**config.mk**
```make
export PLATFORM = sky130hd
export DESIGN_NAME = arm_instr_encoder_flat
export DESIGN_NICKNAME = d
export VERILOG_FILES = /design/src/rtl/arm_instr_encoder_if.sv /design/src/rtl/arm_instr_encoder.sv /design/src/flat_wrapper.sv
export SDC_FILE = /design/constraint.sdc
export NUM_CORES = 1
export LEC_CHECK = 0
export BUFFER_PORTS_ARGS = -buffer_cell sky130_fd_sc_hd__buf_2
export CAP_MARGIN = 30
export CORE_MARGIN = 4
export CORE_UTILIZATION = 50
export CTS_CLUSTER_DIAMETER = 30
export CTS_CLUSTER_SIZE = 12
export DETAILED_ROUTE_END_ITERATION = 6
export PLACE_DENSITY = 0.76
export RECOVER_POWER = 50
export SYNTH_ARGS = -nofsm -noshare
export SYNTH_HDL_FRONTEND = slang
export SYNTH_SLANG_ARGS = --single-unit
```
**constraint.sdc**
```tcl
create_clock -name clk -period 2.4 [get_ports clk]
set_input_delay 0.48 -clock clk [delete_from_list [all_inputs] [get_ports clk]]
set_output_delay 0.48 -clock clk [all_outputs]
set_load 0.05 [all_outputs]
```
**src/rtl/arm_instr_encoder_if.sv**
```systemverilog
// -----------------------------------------------------------------------------
// arm_instr_encoder_if
//   Bundles the two handshakes of the ARMv4 instruction encoder.
//   Request side : in_valid/in_ready plus the instruction fields
//                  (in_op, in_cond, in_funct, in_rn, in_rd, in_src2, in_imm24).
//   Memory side  : mem_we/mem_ready write port carrying mem_addr/mem_wdata.
//   Modports     : master = program source / instruction memory (bench side)
//                  slave  = the encoder itself
// -----------------------------------------------------------------------------
interface arm_instr_encoder_if #(
    parameter int ADDR_W = 32
);
    logic              in_valid;
    logic              in_ready;
    logic [1:0]        in_op;
    logic [3:0]        in_cond;
    logic [5:0]        in_funct;
    logic [3:0]        in_rn;
    logic [3:0]        in_rd;
    logic [11:0]       in_src2;
    logic [23:0]       in_imm24;

    logic              mem_we;
    logic              mem_ready;
    logic [ADDR_W-1:0] mem_addr;
    logic [31:0]       mem_wdata;

    modport master (
        output in_valid, in_op, in_cond, in_funct, in_rn, in_rd, in_src2, in_imm24,
        input  in_ready,
        input  mem_we, mem_addr, mem_wdata,
        output mem_ready
    );

    modport slave (
        input  in_valid, in_op, in_cond, in_funct, in_rn, in_rd, in_src2, in_imm24,
        output in_ready,
        output mem_we, mem_addr, mem_wdata,
        input  mem_ready
    );
endinterface

```
**src/rtl/arm_instr_encoder.sv**
```systemverilog
// -----------------------------------------------------------------------------
// arm_instr_encoder
//   Assembles ARMv4 machine words from instruction fields, queues them in a
//   small FIFO and writes them to instruction memory at consecutive word
//   addresses through a stallable write port. Used as the program loader.
//
//   Ports:
//     clk, rst_n   clock (rising edge), asynchronous active-low reset
//     restart      synchronous flush: FIFO, address and counters cleared
//     bus          arm_instr_encoder_if.slave (request + memory write port)
//     word_count   words written since reset/restart (wraps at 2^16)
//     err_count    rejected requests (saturates at 255)
//     idle         FIFO empty and no request pending
//
//   Optional feature macro: ARM_ENC_CHECK_EN
//     Defined   : requests the processor's decoder cannot execute are consumed,
//                 dropped and counted in err_count.
//     Undefined : every accepted request is encoded; err_count is tied to 0.
// -----------------------------------------------------------------------------
module arm_instr_encoder #(
    parameter int                DEPTH     = 4,
    parameter int                ADDR_W    = 32,
    parameter logic [ADDR_W-1:0] BASE_ADDR = '0
) (
    input  logic                       clk,
    input  logic                       rst_n,
    input  logic                       restart,
    arm_instr_encoder_if.slave         bus,
    output logic [15:0]                word_count,
    output logic [7:0]                 err_count,
    output logic                       idle
);

    localparam int unsigned      PTR_W    = $clog2(DEPTH);
    localparam logic [PTR_W:0]   FULL_CNT = (PTR_W+1)'(DEPTH);

    logic [31:0]       r_mem [DEPTH];
    logic [PTR_W-1:0]  r_wr_ptr;
    logic [PTR_W-1:0]  r_rd_ptr;
    logic [PTR_W:0]    r_count;
    logic              r_run;
    logic [ADDR_W-1:0] r_addr;
    logic [15:0]       r_word_cnt;

    logic              w_full;
    logic              w_empty;
    logic              w_accept;
    logic              w_legal;
    logic              w_push;
    logic              w_pop;
    logic [31:0]       w_word;

    assign w_full   = (r_count == FULL_CNT);
    assign w_empty  = (r_count == '0);

    // r_run holds in_ready low during reset and releases it on the first edge
    // after rst_n deasserts. A full FIFO refuses even when it pops this cycle.
    assign bus.in_ready = r_run & ~w_full & ~restart;
    assign w_accept     = bus.in_valid & bus.in_ready;
    assign w_push       = w_accept & w_legal;
    assign w_pop        = ~w_empty & bus.mem_ready;

    // Field assembly; op 11 falls through to the DP/MEM layout with its own op bits.
    // NOTE: every always_comb output gets a default first so no path can infer a latch.
    always_comb begin
        w_word = {bus.in_cond, bus.in_op, bus.in_funct, bus.in_rn, bus.in_rd, bus.in_src2};
        if (bus.in_op == 2'b10) begin
            w_word = {bus.in_cond, 2'b10, bus.in_funct[5:4], bus.in_imm24};
        end
    end

`ifdef ARM_ENC_CHECK_EN
    logic [7:0] r_err_cnt;
    logic [3:0] w_cmd;

    // DP funct is {I, cmd[3:0], S}; shift type sits in src2[6:5].
    assign w_cmd = bus.in_funct[4:1];

    always_comb begin
        w_legal = 1'b1;
        if (bus.in_op == 2'b11) begin
            w_legal = 1'b0;
        end else if (bus.in_op == 2'b00) begin
            case (w_cmd)
                4'b0000, 4'b0001, 4'b0010, 4'b0100, 4'b1100, 4'b1111: w_legal = 1'b1;
                4'b1101: w_legal = ~bus.in_funct[5] & (bus.in_src2[6:5] == 2'b11); // MOV
                4'b1010: w_legal = bus.in_funct[0];                                 // CMP
                default: w_legal = 1'b0;
            endcase
        end
    end

    always_ff @(posedge clk or negedge rst_n) begin
        if (!rst_n) begin
            r_err_cnt <= '0;
        end else if (restart) begin
            r_err_cnt <= '0;
        end else if (w_accept && !w_legal && (r_err_cnt != 8'hFF)) begin
            r_err_cnt <= r_err_cnt + 8'd1;
        end
    end

    assign err_count = r_err_cnt;
`else
    assign w_legal   = 1'b1;
    assign err_count = '0;
`endif

    // NOTE: the FIFO storage has no reset; occupancy and pointers are reset, so
    // stale entries are never visible and the array can map onto plain RAM/flops.
    always_ff @(posedge clk) begin
        if (w_push && !restart) begin
            r_mem[r_wr_ptr] <= w_word;
        end
    end

    // NOTE: sequential state uses non-blocking assignments so every flop samples
    // pre-edge values regardless of evaluation order.
    always_ff @(posedge clk or negedge rst_n) begin
        if (!rst_n) begin
            r_run      <= 1'b0;
            r_wr_ptr   <= '0;
            r_rd_ptr   <= '0;
            r_count    <= '0;
            r_addr     <= BASE_ADDR;
            r_word_cnt <= '0;
        end else begin
            r_run <= 1'b1;
            if (restart) begin
                r_wr_ptr   <= '0;
                r_rd_ptr   <= '0;
                r_count    <= '0;
                r_addr     <= BASE_ADDR;
                r_word_cnt <= '0;
            end else begin
                if (w_push) begin
                    r_wr_ptr <= r_wr_ptr + PTR_W'(1);
                end
                if (w_pop) begin
                    r_rd_ptr   <= r_rd_ptr + PTR_W'(1);
                    r_addr     <= r_addr + ADDR_W'(4);
                    r_word_cnt <= r_word_cnt + 16'd1;
                end
                case ({w_push, w_pop})
                    2'b10:   r_count <= r_count + (PTR_W+1)'(1);
                    2'b01:   r_count <= r_count - (PTR_W+1)'(1);
                    default: r_count <= r_count;
                endcase
            end
        end
    end

    assign bus.mem_we    = ~w_empty;
    assign bus.mem_addr  = r_addr;
    assign bus.mem_wdata = w_empty ? 32'd0 : r_mem[r_rd_ptr];
    assign word_count    = r_word_cnt;
    assign idle          = w_empty & ~bus.in_valid;

endmodule
```
**src/flat_wrapper.sv**
```systemverilog
// flat-port wrapper written by rule: the top's interface ports become plain ports
module arm_instr_encoder_flat 
#(
    parameter int                DEPTH     = 4,
    parameter int                ADDR_W    = 32,
    parameter logic [ADDR_W-1:0] BASE_ADDR = '0
)
  (clk, rst_n, restart, word_count, err_count, idle, bus_in_valid, bus_in_op, bus_in_cond, bus_in_funct, bus_in_rn, bus_in_rd, bus_in_src2, bus_in_imm24, bus_in_ready, bus_mem_we, bus_mem_addr, bus_mem_wdata, bus_mem_ready);
  arm_instr_encoder_if #(.ADDR_W(ADDR_W)) bus_i ();
  input  logic clk;
  input  logic rst_n;
  input  logic restart;
  output logic [15:0] word_count;
  output logic [7:0] err_count;
  output logic idle;
  input wire logic [$bits(bus_i.in_valid)-1:0] bus_in_valid;
  input wire logic [$bits(bus_i.in_op)-1:0] bus_in_op;
  input wire logic [$bits(bus_i.in_cond)-1:0] bus_in_cond;
  input wire logic [$bits(bus_i.in_funct)-1:0] bus_in_funct;
  input wire logic [$bits(bus_i.in_rn)-1:0] bus_in_rn;
  input wire logic [$bits(bus_i.in_rd)-1:0] bus_in_rd;
  input wire logic [$bits(bus_i.in_src2)-1:0] bus_in_src2;
  input wire logic [$bits(bus_i.in_imm24)-1:0] bus_in_imm24;
  output wire logic [$bits(bus_i.in_ready)-1:0] bus_in_ready;
  output wire logic [$bits(bus_i.mem_we)-1:0] bus_mem_we;
  output wire logic [$bits(bus_i.mem_addr)-1:0] bus_mem_addr;
  output wire logic [$bits(bus_i.mem_wdata)-1:0] bus_mem_wdata;
  input wire logic [$bits(bus_i.mem_ready)-1:0] bus_mem_ready;
  assign bus_i.in_valid = bus_in_valid;
  assign bus_i.in_op = bus_in_op;
  assign bus_i.in_cond = bus_in_cond;
  assign bus_i.in_funct = bus_in_funct;
  assign bus_i.in_rn = bus_in_rn;
  assign bus_i.in_rd = bus_in_rd;
  assign bus_i.in_src2 = bus_in_src2;
  assign bus_i.in_imm24 = bus_in_imm24;
  assign bus_in_ready = bus_i.in_ready;
  assign bus_mem_we = bus_i.mem_we;
  assign bus_mem_addr = bus_i.mem_addr;
  assign bus_mem_wdata = bus_i.mem_wdata;
  assign bus_i.mem_ready = bus_mem_ready;
  arm_instr_encoder #(.DEPTH(DEPTH), .ADDR_W(ADDR_W), .BASE_ADDR(BASE_ADDR)) u_core (.clk(clk), .rst_n(rst_n), .restart(restart), .bus(bus_i), .word_count(word_count), .err_count(err_count), .idle(idle));
endmodule
```
After elaboration in Yosys (flattened, before gate mapping)
Memories as Yosys holds them, arrays and structs flattened. Cells that the tools add are included.

Memories: 1. Output and inout bits: 91. Register bits: 56. Memory bits (writable): 128.

Memories: u_core.r_mem (depth 4, width 32, read ports 1, clocked after Yosys merged registers in 0, wr ports 1, line arm_instr_encoder.sv:37) `logic [31:0] r_mem [DEPTH];`.

Bitwise operators: 9. Equality and inequality tests: 4. Reductions and logical operators: 6. Muxes and demuxes: 14. Add/subtract/negate cells: 6.

Operator list (count): 32-bit two-way mux (3); 32-bit by 3-bit adder with 32-bit output (second input constant) (1); 16-bit two-way mux (2); 28-bit two-way mux (1); 16-bit by 1-bit adder with 16-bit output (second input constant) (1); 2-bit two-way mux (4); 3-bit case mux with 2 select lines (1); 1-bit bitwise AND (5); 2-bit by 1-bit adder with 2-bit output (second input constant) (2); 2-bit equality test (second input constant) (2); 1-bit NOT (4); 2-bit nonzero test (2); 3-bit by 1-bit adder with 3-bit output (second input constant) (1); 3-bit equality test (second input constant) (1); 3-bit logical NOT (1); 3-bit two-way mux (1); 3-bit nonzero test (1); 3-bit by 1-bit subtractor with 3-bit output (second input constant) (1); 2-bit by 1-bit equality test with 1-bit output (second input constant) (1); 1-bit two-way mux (2); 1-bit logical AND (1); 1-bit logical NOT (1).

Depth between registers and ports, before layout
Gate-level depths: netlist (run 1).

Depth after elaboration: 8. Depth in mapped cells: 9. Mapped depth without buffers: 7.

Least setup slack after synthesis (run 1)
Ideal clock, no wire load.

Path type: input to register. Start: input restart. End: memory u_core.r_mem[0][0] (enable). Slack: -0.141 ns. Path buffers: 2. Required time: 2.008 ns. Library setup time: 0.392 ns. Data arrival time: 2.148 ns. Cell stages on the path: 5. Cells stage by stage: buf_2 nand2b_1 a211oi_1 buf_2 and2_1.

Longest elaborated chain between the ends: 6. Elaborated cells on any way between the ends: 7. Those cells by class: mux (2); bitwise (3); reduce/logical (2).

Ends and longest elaborated chain: from (decl) (line flat_wrapper.sv:12) `input logic restart;`; 1-bit NOT (line arm_instr_encoder.sv:58) `assign bus.in_ready = r_run & ~w_full & ~restart;`; 1-bit bitwise AND (line arm_instr_encoder.sv:58); 1-bit bitwise AND (line arm_instr_encoder.sv:59) `assign w_accept = bus.in_valid & bus.in_ready;`; 1-bit logical AND * (line arm_instr_encoder.sv:112) `if (w_push && !restart) begin`; 1-bit two-way mux * (line arm_instr_encoder.sv:112); 1-bit two-way mux (not written as such) * (line arm_instr_encoder.sv:113) `r_mem[r_wr_ptr] <= w_word;`; to (decl) (line arm_instr_encoder.sv:37).

Every way passes the cells marked *; elsewhere a longest branch is shown, timed or not.

Final worst setup path (run 1)
Start: register u_core.r_rd_ptr[0]. End: output bus_mem_wdata[12].

Longest elaborated chain between the ends: 2.

Ends and longest elaborated chain: from (decl) (line arm_instr_encoder.sv:39) `logic [PTR_W-1:0] r_rd_ptr;`; from (signal assigned) (line arm_instr_encoder.sv:140) `r_rd_ptr <= r_rd_ptr + PTR_W'(1);`; memory read 4 x 32 bit; 32-bit two-way mux (line arm_instr_encoder.sv:155) `assign bus.mem_wdata = w_empty ? 32'd0 : r_mem[r_rd_ptr];`; to (decl) (line flat_wrapper.sv:27) `output wire logic [$bits(bus_i.mem_wdata)-1:0] bus_mem_wdata;`.

No other way between the ends.

==> results of run 1 <==
==> kinds of logic (layout without fill, tap and decap cells) <==
group | count (synthesis) | in the layout | synth area share
XOR/XNOR | 19 | 19 | 0.0205
other | 2 | 11 | 0.000925
buffers and inverters | 50 | 210 | 0.0307
multiplexers | 60 | 60 | 0.127
AND/OR/NAND/NOR | 163 | 163 | 0.113
flip-flops | 182 | 182 | 0.640
adder cells (fa/ha/maj) | 7 | 7 | 0.0117
AO/OA/AOI/OAI | 71 | 71 | 0.0562
==> flip-flops by register name, summed over array words and instances, names as in the netlist <==
signal / count
u_core.r_mem: 128
u_core.bus.mem_addr: 30
u_core.word_count: 16
u_core.r_count: 3
u_core.r_rd_ptr: 2
u_core.r_wr_ptr: 2
u_core.r_run: 1
==> metal layers <==
layer,global-route usage,up-vias
li1,-,2416
met1,0.236,2644
met2,0.338,181
met3,0.0390,31
met4,0.0834,2
met5,0,-
==> cell type report <==
type                            count  area (sq um)  share of cell area
Clock buffer                       17           425              0.0422
Clock inverter                     15           138              0.0136
Inverter                            6          22.5             0.00223
Multi-Input combinational cell    331          2800               0.278
Sequential cell                   182          5200               0.515
Tap cell                          216           270              0.0268
Timing Repair Buffer              172          1240               0.123
==> final timing paths <==
path / start / endpoint / slack [ns]
max: u_core.r_rd_ptr[0] / bus_mem_wdata[12] / -0.03
min: bus_in_funct[4] / u_core.r_mem[0][24] / 0.32
max reg2reg: u_core.r_count[2] / u_core.bus.mem_addr[13] / 0.15
min reg2reg: u_core.word_count[15] / u_core.word_count[15] / 0.57
max in group asynchronous: rst_n / u_core.bus.mem_addr[5] / 0.55
min in group asynchronous: rst_n / u_core.bus.mem_addr[18] / 0.75
==> Yosys cell counts (3+ instances only) <==
| library cell | instances | share of area |
|---|---|---|
| a21oi_1 | 31 | 0.019 |
| inv_1 | 6 | 0.0028 |
| clkbuf_1 | 22 | 0.010 |
| and2_1 | 44 | 0.034 |
| and3_1 | 5 | 0.0039 |
| o31ai_1 | 22 | 0.020 |
| xor2_1 | 13 | 0.014 |
| mux4_2 | 32 | 0.089 |
| ha_1 | 6 | 0.0092 |
| nand2b_1 | 3 | 0.0023 |
| or4_1 | 20 | 0.018 |
| o21ai_0 | 8 | 0.0049 |
| nor3_1 | 3 | 0.0018 |
| nand3_1 | 13 | 0.0080 |
| nand4_1 | 11 | 0.0085 |
| xnor2_1 | 6 | 0.0065 |
| nand2_1 | 22 | 0.010 |
| nor2_1 | 25 | 0.012 |
| and4_1 | 5 | 0.0054 |
| or3_1 | 9 | 0.0069 |
| nor2b_1 | 3 | 0.0023 |
| edfxtp_1 | 128 | 0.47 |
| buf_2 | 6 | 0.0037 |
| mux2_2 | 24 | 0.033 |
| dfrtp_1 | 54 | 0.17 |
| buf_4 | 12 | 0.011 |
==> power breakdown <==
group | total [mW] | switching (mW) | leakage, nW | internal [mW]
Clock | 2.66 | 1.15 | 0.271 | 1.52
Combinational | 4.53 | 2.60 | 1.62 | 1.93
Sequential | 3.61 | 0.0974 | 1.90 | 3.51
Total | 10.8 | 3.84 | 3.79 | 6.95
==> stage by stage <==
| stage | total power, mW | setup slack (ns) | area [sq um] |
|---|---|---|---|
| 3_3_place_gp | 7.14 | 0.203 | 9150 |
| 4_1_cts | 10.6 | -0.0647 | 10000 |
| 2_1_floorplan | 6.32 | 0.0161 | 8170 |
| 5_1_grt | 11.2 | -0.0726 | 10100 |
| 6_report | 10.8 | -0.0291 | 10100 |
| 3_5_place_dp | 7.19 | 0.100 | 9150 |
==> what timing repair did <==
| item | in CTS | in global routing |
|---|---|---|
| hold endpoints to repair | 15 | 0 |
| hold buffers | 1 | 0 |
| resized for setup | 87 | 19 |
| cloned | 1 | 3 |
| buffers inserted | 2 | 1 |
| endpoints found under the setup margin | 33 | 33 |
==> impl_metrics.toml, run 1 <==
[placement]
dp.cells = 900
port_buffers = 141
hpwl_um = 11600
place.gp.congestion = 0.822

[setup_path]
worstSetupEndpointType = "output port"
cpMaxStageDelayCell = "mux4_2"
r2r_cells = 5
path_buf_inv = 3
cpLargestDelayFamily = "multiplexers"
slowest_delay_ns = 0.52
required_ns = 1.92
crit_chain = "buf_12, clkbuf_16, mux4_2, and2_4, buf_6"
start_kind = "register"
crit_type = "register to output port"
cp_data_arrival_time_ns = 1.95
worstPathMaxFanout = 6
cp_num_cells = 5

[floorplan]
die_area_sq_um = 18300
dieHeight_um = 135
row_count = 46
die_width_um = 135
core_area_sq_um = 15900
start_util = 0.511
ioPinCount = 152

[sta]
fmax_mhz = 412
hold_slack_ns = 0.316
finalWorstSetupSlack_ns = -0.0291
hold_viol = 0
tns_ns = -0.0413
worstMarginPinSlew_ns = 1.05
clock_skew_ns = 0.0133
fin_crit_ns = 2.43
fin_crit_sh = 1.01
relSlewSlack = 0.300
final-max-slew-violation-count = 0
finalSetupViolations = 2
rsz0062_at_grt = "true"

[synth]
avgSynthCellArea_sq_um = 14.7
yosys_warnings = 0
synth_seq_cells = 182
synth_ff_type = "edfxtp_1"
synthCells = 554
synth_area_sq_um = 8120
synth.distinct_cells = 41
synth_seq_area_share = 0.640
synth_edf_count = 128
synthArstFlopShare = 0.297

[power]
power_density_nw_per_um2 = 1070
peakVddDrop_mv = 0.601
p_leak_nw = 3.79

[finish]
final_common_cell = "edfxtp_1"
instances_no_fill = 939
finish.utilization = 0.635
drive_gt1_frac = 0.337
antenna_cells = 0
fill_cells = 1213
synthToLayoutAreaGrowth_pct = 24.2
mostFrequentLayoutCells = "edfxtp_1, buf_2, dfrtp_1"
fin_nets = 778

[hold_path]
hp-class = "input port to register"
whs_path_depth = 1

[outcome]
status = "finished with violations"
violations = "negative setup slack"

[cts]
clock-sinks = 182
cts_max_level = 4
cts_max_path_buffers = 2
clk_pin_slew_ns = 0.06
worstSkewPairLatency_ns = 0.43
cts_tree = "built"
numCtsBuffers = 17
root_buffer = "clkbuf_16"

[global_route]
antenna_found_initial = 1
grt-ovfl-total = 0
grtUsageTotal = 0.194
grt_pass1_vias = 5401
grt_max_degree = 64
grt_pass1_wl_um = 27600

[routing]
firstDrtPassIters = 5
drtIter0Drc = 336
drt-met1-wl_um = 7130
wl_met3_um = 905
avgRoutedWirePerCell_um = 19.2
ant_nets = 0
drt-total-wl_um = 18000
highest_layer = "met5"
remaining_drc_errors = 0
wl_met2_um = 9550
vias = 5274
viasPerCell = 5.62

[flow_run]
drv_cap = 0
Note: power is estimated with default switching activity, not from simulation.
==> run 2: changes to the inputs <==
- CORE_UTILIZATION: 50 -> 55
- PLACE_DENSITY: 0.76 -> 0.79
- clock period: 2.4 -> 3.1 ns (I/O delays scaled with it)
==> impl_metrics.toml, run 2 (synthesis gave the netlist of run 1 again) <==
[global_route]
grt_pass1_wl_um = 27400
grt-ovfl-total = 0
grt_max_degree = 55
antenna_found_initial = 1
grtUsageTotal = 0.214
grt_pass1_vias = 5326

[placement]
hpwl_um = 11400
dp.cells = 860
place.gp.congestion = 0.831
port_buffers = 141

[sta]
fin_crit_sh = 0.931
hold_slack_ns = 0.458
relSlewSlack = -0.0426
fmax_mhz = 346
hold_viol = 0
rsz0062_at_grt = "false"
final-max-slew-violation-count = 25
clock_skew_ns = 0.00714
tns_ns = 0
worstMarginPinSlew_ns = 1.56
fin_crit_ns = 2.89
finalSetupViolations = 0

[setup_path]
start_kind = "register"
worstPathMaxFanout = 14
worstSetupEndpointType = "output port"
cp_data_arrival_time_ns = 2.27
crit_type = "register to output port"
required_ns = 2.48

[routing]
avgRoutedWirePerCell_um = 19.4
viasPerCell = 5.83
drtIter0Drc = 355
vias = 5209
firstDrtPassIters = 4
ant_nets = 0
remaining_drc_errors = 0
drt-total-wl_um = 17300

[power]
power_density_nw_per_um2 = 785
peakVddDrop_mv = 0.419
power.total_mw = 7.50
p_leak_nw = 3.55

[floorplan]
row_count = 44
die_width_um = 130
core_area_sq_um = 14500
dieHeight_um = 130
die_area_sq_um = 16800
ioPinCount = 152
start_util = 0.561

[finish]
antenna_cells = 0
drive_gt1_frac = 0.254
multi_input_area_sq_um = 2710
instances_no_fill = 893
mostFrequentLayoutCells = "edfxtp_1, buf_2, dfrtp_1"
regArea_sq_um = 5200
top_register = "u_core.r_mem"
largest_reg_flops = 128
synthToLayoutAreaGrowth_pct = 17.6
fin_nets = 764
final_common_cell = "edfxtp_1"
fill_cells = 1043

[cts]
post-cts-setup-buffer-count = 0
root_buffer = "clkbuf_16"
clock-sinks = 182
worstSkewPairLatency_ns = 0.42
cts_max_path_buffers = 2
post_cts_resized = 0
cts_max_level = 4
numCtsBuffers = 17
clk_pin_slew_ns = 0.06
cts_tree = "built"
postCtsHoldBufs = 0

[flow_run]
drv_cap = 1

[hold_path]
hp-class = "input port to register"

[outcome]
status = "finished with violations"
violations = "max-capacitance violations, max-slew violations"
## run 2: cell types whose count changed in the layout (fill, tap and decap cells not counted), moves of 3 or more
cell,change
and2_4,-32
clkinv_2,-3
and2_2,-4
buf_4,-3
and2_1,+36
buf_12,-3
buf_6,-32
buf_2,+19
clkbuf_16,-3
clkbuf_1,+13
## run 2: worst paths after layout
check                                       from                    end  slack (ns)  cells after the start
max in group asynchronous                  rst_n     u_core.r_rd_ptr[0]        1.62                      2
min                               bus_in_cond[2]    u_core.r_mem[0][30]        0.46                      1
min reg2reg                u_core.word_count[15]  u_core.word_count[15]        0.56                      2
min in group asynchronous                  rst_n  u_core.word_count[14]        0.59                      2
max reg2reg                    u_core.r_count[0]      u_core.r_count[2]        0.69                      6
max                           u_core.r_rd_ptr[0]       bus_mem_wdata[1]        0.21                      4
## run 2: report_power, final
| part | total, mW | switching [mW] | internal [mW] |
|---|---|---|---|
| Sequential | 2.85 | 0.133 | 2.72 |
| Clock | 2.04 | 0.860 | 1.18 |
| Combinational | 2.61 | 1.79 | 0.824 |
| Total | 7.50 | 2.78 | 4.72 |
## run 2: layout make-up
cell class              instances  area share
clock inverters                13      0.0139
clock buffers                  19      0.0453
multi-input cells             331       0.284
repair buffers                158      0.0863
flip-flops and latches        182       0.544
inverters                       6     0.00236
well taps                     184      0.0241
## run 2: layer usage
metal | global-route usage | part of all wire | vias to the layer above
met5 | 0 | 0.00075 | -
met1 | 0.258 | 0.38 | 2647
li1 | - | - | 2381
met4 | 0.0666 | 0.013 | 2
met3 | 0.0515 | 0.062 | 20
met2 | 0.380 | 0.54 | 159
## run 2: stage by stage
stage	instance area (sq um)	util	setup slack, ns
floorplan	8160	-	0.419
global placement	9040	0.624	0.678
detailed placement	9040	0.624	0.594
CTS	9610	0.663	0.144
global route	9550	0.660	0.0664
finish	9550	0.660	0.213
## run 2: worst max-delay path, cell delays in order (launching register included)
cell and delay (ns):
dfrtp_2 0.69, buf_12 0.23, mux4_2 0.53, and2_1 0.18, buf_2 0.21
